===== src/rtl/retire_stage.sv =====
// In-order commit stage at the ROB head: retires completed entries, writes the RF,
// hands stores to the dcache over req/ack, turns a mispredict into a squash, stops on halt.
module retire_stage #(
  parameter int XLEN         = 32,
  parameter int ROB_TAG_W    = 4,
  parameter int REG_IDX_W    = 5,
  parameter int FLUSH_CYCLES = 2
) (
  input  logic                 clock,
  input  logic                 reset,
  input  logic                 head_valid,
  input  logic                 head_complete,
  input  logic [ROB_TAG_W-1:0] head_tag,
  input  logic                 head_has_dest,
  input  logic [REG_IDX_W-1:0] head_dest,
  input  logic [XLEN-1:0]      head_value,
  input  logic                 head_is_store,
  input  logic [XLEN-1:0]      head_st_addr,
  input  logic [XLEN-1:0]      head_st_data,
  input  logic [1:0]           head_st_size,
  input  logic                 head_mispred,
  input  logic [XLEN-1:0]      head_target,
  input  logic                 head_halt,
  input  logic                 st_ack,
  output logic                 rob_pop,
  output logic                 rf_we,
  output logic [REG_IDX_W-1:0] rf_idx,
  output logic [XLEN-1:0]      rf_data,
  output logic                 st_req,
  output logic [XLEN-1:0]      st_addr,
  output logic [XLEN-1:0]      st_data,
  output logic [1:0]           st_size,
  output logic                 squash_valid,
  output logic [XLEN-1:0]      squash_pc,
  output logic [ROB_TAG_W-1:0] squash_tag,
  output logic                 halted,
  output logic [31:0]          retire_count
);

  typedef enum logic [1:0] {RUN, ST_WAIT, FLUSH, HALTED} state_t;

  typedef struct packed {
    logic [XLEN-1:0] addr;
    logic [XLEN-1:0] data;
    logic [1:0]      size;
  } st_req_t;

  localparam logic [3:0] FLUSH_INIT = 4'(FLUSH_CYCLES);

  state_t     state;
  logic [3:0] flush_cnt;
  st_req_t    st_q;
  logic       ready;
  logic       rf_wr_ok;

  assign ready    = head_valid & head_complete & (head_tag != '0);
  assign rf_wr_ok = head_has_dest & (head_dest != '0);

  assign st_addr = st_q.addr;
  assign st_data = st_q.data;
  assign st_size = st_q.size;

  // A store is only popped once the dcache has taken it; everything else pops on ready.
  always_comb begin
    rob_pop = 1'b0;
    case (state)
      RUN:     rob_pop = ready & (head_mispred | head_halt | ~head_is_store);
      ST_WAIT: rob_pop = st_ack;
      default: rob_pop = 1'b0;
    endcase
  end

  always_ff @(posedge clock or posedge reset) begin
    if (reset) begin
      state        <= RUN;
      flush_cnt    <= '0;
      st_q         <= '0;
      st_req       <= 1'b0;
      rf_we        <= 1'b0;
      rf_idx       <= '0;
      rf_data      <= '0;
      squash_valid <= 1'b0;
      squash_pc    <= '0;
      squash_tag   <= '0;
      halted       <= 1'b0;
      retire_count <= '0;
    end else begin
      rf_we        <= 1'b0;
      squash_valid <= 1'b0;
      if (rob_pop) retire_count <= retire_count + 32'd1;
      case (state)
        RUN: begin
          if (ready) begin
            if (head_mispred) begin
              rf_we        <= rf_wr_ok;
              rf_idx       <= head_dest;
              rf_data      <= head_value;
              squash_valid <= 1'b1;
              squash_pc    <= head_target;
              squash_tag   <= head_tag;
              flush_cnt    <= FLUSH_INIT;
              state        <= FLUSH;
            end else if (head_halt) begin
              halted <= 1'b1;
              state  <= HALTED;
            end else if (head_is_store) begin
              st_req <= 1'b1;
              st_q   <= '{addr: head_st_addr, data: head_st_data, size: head_st_size};
              state  <= ST_WAIT;
            end else begin
              rf_we   <= rf_wr_ok;
              rf_idx  <= head_dest;
              rf_data <= head_value;
            end
          end
        end
        ST_WAIT: begin
          if (st_ack) begin
            st_req <= 1'b0;
            state  <= RUN;
          end
        end
        FLUSH: begin
          // Leaving on the count-of-one cycle gives exactly FLUSH_CYCLES idle cycles.
          flush_cnt <= flush_cnt - 4'd1;
          if (flush_cnt <= 4'd1) state <= RUN;
        end
        default: ;
      endcase
    end
  end

endmodule


===== config.mk =====
export PLATFORM = sky130hd
export DESIGN_NAME = retire_stage
export DESIGN_NICKNAME = d
export VERILOG_FILES = /design/src/rtl/retire_stage.sv
export SDC_FILE = /design/constraint.sdc
export NUM_CORES = 1
export LEC_CHECK = 0
export CORE_MARGIN = 3
export CORE_UTILIZATION = 41
export CTS_CLUSTER_SIZE = 20
export DETAILED_ROUTE_END_ITERATION = 8
export GPL_TIMING_DRIVEN = 0
export PLACE_DENSITY = 0.79
export SLEW_MARGIN = 40
export SYNTH_ARGS = -nofsm -noshare
export SYNTH_HDL_FRONTEND = slang
export SYNTH_SLANG_ARGS = --single-unit

===== constraint.sdc =====
create_clock -name clock -period 17.4 [get_ports clock]
set_clock_uncertainty 0.2 [all_clocks]
set_input_delay 1.74 -clock clock [delete_from_list [all_inputs] [get_ports clock]]
set_output_delay 1.74 -clock clock [all_outputs]
set_load 0.01 [all_outputs]

==> results of run 1 <==
[cells by family after synthesis]
| logic type | after synthesis |
|---|---|
| flops | 181 |
| fa+ha+maj | 7 |
| mux | 110 |
| xor+xnor | 31 |
| compound gates | 18 |
| buf+inv | 38 |
| simple gates | 177 |
[placed cells by master (no fill, tap or decap), types with 2 or more instances in the layout]
cell	synthesis	routed
clkbuf_16	0	17
xor2_1	9	9
o21ai_0	4	4
nor2_1	22	22
buf_2	8	8
clkinvlp_4	0	2
xnor2_1	22	22
buf_6	9	9
clkbuf_1	3	4
and3_1	3	3
nand3_1	12	12
and4_1	2	2
mux2_2	76	76
inv_1	17	16
ha_1	7	7
inv_8	0	4
a31o_2	2	2
o221ai_1	2	2
inv_6	0	6
clkdlybuf4s50_1	0	323
buf_16	0	2
nand2_1	104	104
nand4_1	16	16
o211ai_1	2	2
nor3_1	6	6
a31oi_1	2	2
clkbuf_8	0	2
dfrtp_1	181	181
mux2_1	33	33
[worst min-delay path by stage]
stage,cells past startpoint,slack (ps),endpoint
6_report,2,270,squash_pc[3]
5_1_grt,2,290,squash_pc[22]
4_1_cts,2,280,squash_pc[3]
3_5_place_dp,2,260,squash_pc[9]
3_3_place_gp,2,260,squash_pc[20]
2_1_floorplan,1,300,state[1]
[metrics by stage]
stage | cell area, um2 | power (mW) | util, % | hold slack [ps]
final | 11400 | 1.76 | 65.9 | 272
after global routing | 11400 | 1.86 | 65.9 | 293
after CTS | 11400 | 1.78 | 65.9 | 279
after detailed placement | 10900 | 1.40 | 62.6 | 262
after global placement | 10800 | 1.38 | 62.3 | 257
after floorplan | 7300 | 0.961 | - | 302
[routing by layer]
| layer | global-route usage, % | up-vias | routed length, um |
|---|---|---|---|
| met5 | 0 | - | 0 |
| met4 | 5.10 | 0 | 333 |
| li1 | - | 2596 | - |
| met3 | 6.12 | 25 | 1460 |
| met1 | 24.2 | 2666 | 7510 |
| met2 | 35.8 | 206 | 9980 |
[area by class of cell]
| cell class | count | area share [%] |
|---|---|---|
| Buffer | 21 | 1.38 |
| Timing Repair Buffer | 325 | 28.7 |
| Inverter | 17 | 0.623 |
| Clock inverter | 12 | 0.962 |
| Tap cell | 225 | 2.46 |
| Clock buffer | 20 | 3.99 |
| Multi-Input combinational cell | 343 | 22.2 |
| Sequential cell | 181 | 39.6 |
[worst max-delay path: stages]
cell and delay (ps):
clkdlybuf4s50_1 420, or4_4 590, a32o_2 360, buf_6 170, clkdlybuf4s50_1 480
[power breakdown]
| part | total (mW) | switching (mW) | internal [mW] |
|---|---|---|---|
| Sequential | 0.682 | 0.0918 | 0.590 |
| Combinational | 0.703 | 0.275 | 0.428 |
| Clock | 0.371 | 0.174 | 0.197 |
| Total | 1.76 | 0.540 | 1.21 |
[state kept, by name (all words and copies together), names as in the netlist]
register / flops
st_data: 32
st_addr: 32
squash_valid: 1
retire_count: 32
st_req: 1
squash_pc: 32
rf_data: 32
state: 2
flush_cnt: 4
st_size: 2
squash_tag: 4
halted: 1
rf_we: 1
rf_idx: 5
==> out/metrics.yaml, run 1 <==
status:
  outcome: "finished, final reports clean"
routing:
  first_pass_iters: 4
  ant_nets: 0
  drc_errors: 0
  via_per_inst: 4.80
  wl_per_cell_um: 16.9
  num_vias: 5493
  wl_um: 19300
  drt_iter0_drc: 215
pwr:
  leakagePower_nw: 5.11
  power.density_mw_per_mm2: 153
  peakVddDrop_mv: 0.0840
clock_network:
  root_buffer: "clkbuf_16"
  clockBufferDepth: 2
  ctsHoldBuffers: 0
  cts_tree: "done"
  cts_made_buffers: 17
  htreeDepth: 4
  clk_latency_ps: 420
  post_cts_buffers: 0
  path_clk_slew_ps: 70
  cts_num_sinks: 181
  post_cts_resized: 0
logic_synthesis:
  synth_seq_cells: 181
  yosysTopAreaCellShare_pct: 62.1
  yosys.area.top_type: "dfrtp_1"
  synth_top_flop_cell: "dfrtp_1"
  synth-edff-count: 0
  synth_cells: 562
  synth_area_mm2: 0.00730
  synth.area.top_cells: "dfrtp_1 62%, mux2_2 12%, nand2_1 5.4%"
  syn-num-nets: 717
  ys_warn_count: 0
  synth_xor_area_share_pct: 3.72
  avgSynthCellArea_um2: 13.0
  synth-seq-area-share_pct: 62.1
  synth_top_family_by_area: "multiplexers"
  synth_compound_area_share_pct: 1.82
  async_reset_ff_share_pct: 100
  synth-simple-area-share_pct: 11.2
  synth_commonest_cells: "181 x dfrtp_1, 104 x nand2_1, 76 x mux2_2, 33 x mux2_1"
  yosysMostFrequentCell: "dfrtp_1"
  ys_types: 42
  synth_fa_ha_area_share_pct: 1.20
  post_synth_mux_area_share_pct: 17.0
sta:
  finalCritPeriodShare_pct: 32.8
  grt_setup_unrepaired: "no"
  tns_ps: 0
  worst_pin_slew_ps: 469
  setup_violations: 0
  hold_viol: 0
  period_minus_slack_ps: 5700
  clock.fmax_mhz: 175
  slew_viol_final: 0
  relSlewSlack_pct: 68.7
  final.setup.worst_slack_ps: 11700
critical_path:
  path_max_fanout: 10
  cp-start-kind: "input pin"
  endpoint: "rob_pop"
  crit_type: "input pin to output pin"
  rr_endpoint: "st_data[10]"
  reg2reg_slack_ps: 15010
  endpoint_kind: "output pin"
  r2r_cells: 7
  r2r_start: "state[0]"
  cp_data_required_time_ps: 15460
  cp.arrival_ps: 3760
  crit_start: "head_tag[1]"
global_route:
  grt_use_total_pct: 20.2
  grt_pass1_vias: 5830
  overflow: 0
  antenna_found_initial: 0
  grt_max_degree: 79
  grt_pass1_wl_um: 31500
place:
  pre_cts_slack_ps: 11690
  io_buffers: 323
  hpwl_um: 14600
  post-place-cells: 1112
  gp_congestion: 0.830
layout:
  multiInputGateArea_mm2: 0.00254
  area_delta_synth_final_pct: 56.8
  register_area_mm2: 0.00453
  finalNetCount: 1061
  fill_cells: 1353
  antennaDiodeCount: 0
  layout-drive-gt1-share_pct: 15.1
  fin_cells: 1144
floorplanning:
  die_area_mm2: 0.0194
  coreArea_mm2: 0.0174
  die_h_um: 139
  ios: 324
  dieWidth_um: 139
  start_util_pct: 42.0
  rows: 48
worst_hold_path:
  hp-class: "flip-flop to flip-flop"
  min-delay-start: "squash_pc[3]"
run:
  maxCapViolations: 0
No activity file was read; power rests on OpenSTA's default activity.
==> run 2, diff against run 1 <==
CORE_UTILIZATION = 38   (was 41)
PLACE_DENSITY = 0.77   (was 0.79)
clock period = 5.1 ns   (was 17.4 ns; I/O delays follow)
==> out/metrics.yaml, run 2 (synthesized netlist as in run 1, its figures left out) <==
routing:
  drt_iter0_drc: 133
  wl_per_cell_um: 16.9
  dr.max_layer_used: "met5"
  first_pass_iters: 4
  ant_nets: 0
  met1_length_um: 7990
  via_per_inst: 4.77
  wl_um: 19600
  route.met3.wl_um: 1530
  wl_met2_um: 9770
  drc_errors: 0
  num_vias: 5527
sta:
  hold_viol: 0
  slew_viol_final: 0
  period_minus_slack_ps: 3260
  clock.fmax_mhz: 307
  worst_pin_slew_ps: 448
  setup_violations: 0
  grt_setup_unrepaired: "no"
  relSlewSlack_pct: 70.2
  finalCritPeriodShare_pct: 63.9
  tns_ps: 0
clock_network:
  post_cts_resized: 0
  cts_tree: "done"
  clockBufferDepth: 2
  clk_latency_ps: 410
  post_cts_buffers: 0
  ctsHoldBuffers: 0
  cts_num_sinks: 181
  cts_made_buffers: 17
  path_clk_slew_ps: 70
  htreeDepth: 4
  root_buffer: "clkbuf_16"
layout:
  multiInputGateArea_mm2: 0.00254
  layout-drive-gt1-share_pct: 15.7
  register_area_mm2: 0.00453
  area_delta_synth_final_pct: 58.6
  antennaDiodeCount: 0
  fin_area_mm2: 0.0116
  final_cell_mix: "323 x clkdlybuf4s50_1, 181 x dfrtp_1, 104 x nand2_1, 76 x mux2_2, 33 x mux2_1"
  mostFrequentLayoutCell: "clkdlybuf4s50_1"
  fill_cells: 1507
  finalNetCount: 1068
global_route:
  grt_pass1_wl_um: 29900
  antenna_found_initial: 1
  overflow: 0
  grt_max_degree: 25
  grt_pass1_vias: 5770
  grt_use_total_pct: 18.3
floorplanning:
  die_h_um: 145
  rows: 50
  dieWidth_um: 145
  die_area_mm2: 0.0209
  start_util_pct: 38.9
  ios: 324
  coreArea_mm2: 0.0188
pwr:
  seq_power_share_pct: 39.3
  p_total_mw: 5.92
  power.density_mw_per_mm2: 512
  p_sw_share_pct: 30.6
  clkPwrFrac_pct: 20.1
  pwr-share-comb_pct: 40.5
  p_sw_mw: 1.81
  p_int_mw: 4.11
  leakagePower_nw: 5.15
  peakVddDrop_mv: 0.251
critical_path:
  crit_type: "input pin to output pin"
  reg2reg_slack_ps: 2720
  cp_data_required_time_ps: 4390
  endpoint_kind: "output pin"
  cp-start-kind: "input pin"
  cp.arrival_ps: 2550
  path_max_fanout: 10
  crit_start: "head_tag[1]"
  r2r_start: "state[0]"
place:
  io_buffers: 323
  gp_congestion: 0.761
  dpl_cell_area_mm2: 0.0110
  hpwl_um: 15400
status:
  outcome: "finished, final reports clean"
worst_hold_path:
  hp-class: "input pin to asynchronous set/reset pin"
run:
  maxCapViolations: 0
## run 2: changes by cell type in the layout (fill, tap and decap cells not counted)
cell	previous run	this run
buf_12	0	4
buf_16	2	5
clkinv_2	0	3
clkinvlp_4	2	5
inv_8	4	1
clkbuf_8	2	0
inv_6	6	4
clkbuf_1	4	3
## run 2: power by group through the flow
stage,clock network (mW),registers [mW],logic [mW]
finish,1.19,2.33,2.40
global route,1.30,2.41,2.58
CTS,1.24,2.34,2.44
detailed placement,0,2.36,2.43
global placement,0,2.33,2.38
floorplan,0,2.60,0.678
## run 2: final cells by class
cell class | instances | area share [%]
multi-input combinational | 343 | 22.0
timing repair buffer | 332 | 29.8
buffer | 21 | 1.36
clock buffer | 17 | 3.68
clock inverter | 13 | 0.865
sequential | 181 | 39.2
inverter | 17 | 0.584
tap | 234 | 2.53
## run 2: final timing paths
check / end / depth (start not counted)
worst max-delay path: rob_pop / 5
min in group clock: squash_pc[11] / 2
worst min-delay path: rf_data[5] / 3
worst max register to register: st_data[8] / 7
max in group asynchronous: st_addr[25] / 6
worst min register to register: squash_pc[11] / 2
## run 2: metal layers
layer / vias up / GRT usage (%)
met5: - / 0
met4: 2 / 5.20
met3: 22 / 6.28
met2: 201 / 31.2
met1: 2691 / 22.0
li1: 2611 / -
## run 2: worst max-delay path, cell delays in order
cell and delay (ps):
clkdlybuf4s50_1 430, or4_4 600, a32o_2 360, buf_6 160
clkdlybuf4s50_1 480
## run 2: per-stage QoR
stage / util [%] / instances / worst slack (ps) / hold WS, ps
final: 61.6 / 1158 / 1840 / 272
after global placement: 57.7 / 1119 / 492 / 257
after detailed placement: 58.8 / 1128 / 1830 / 262
after global routing: 61.6 / 1158 / 1770 / 268
after floorplan: - / 562 / 2070 / 302
after CTS: 61.6 / 1158 / 1830 / 253
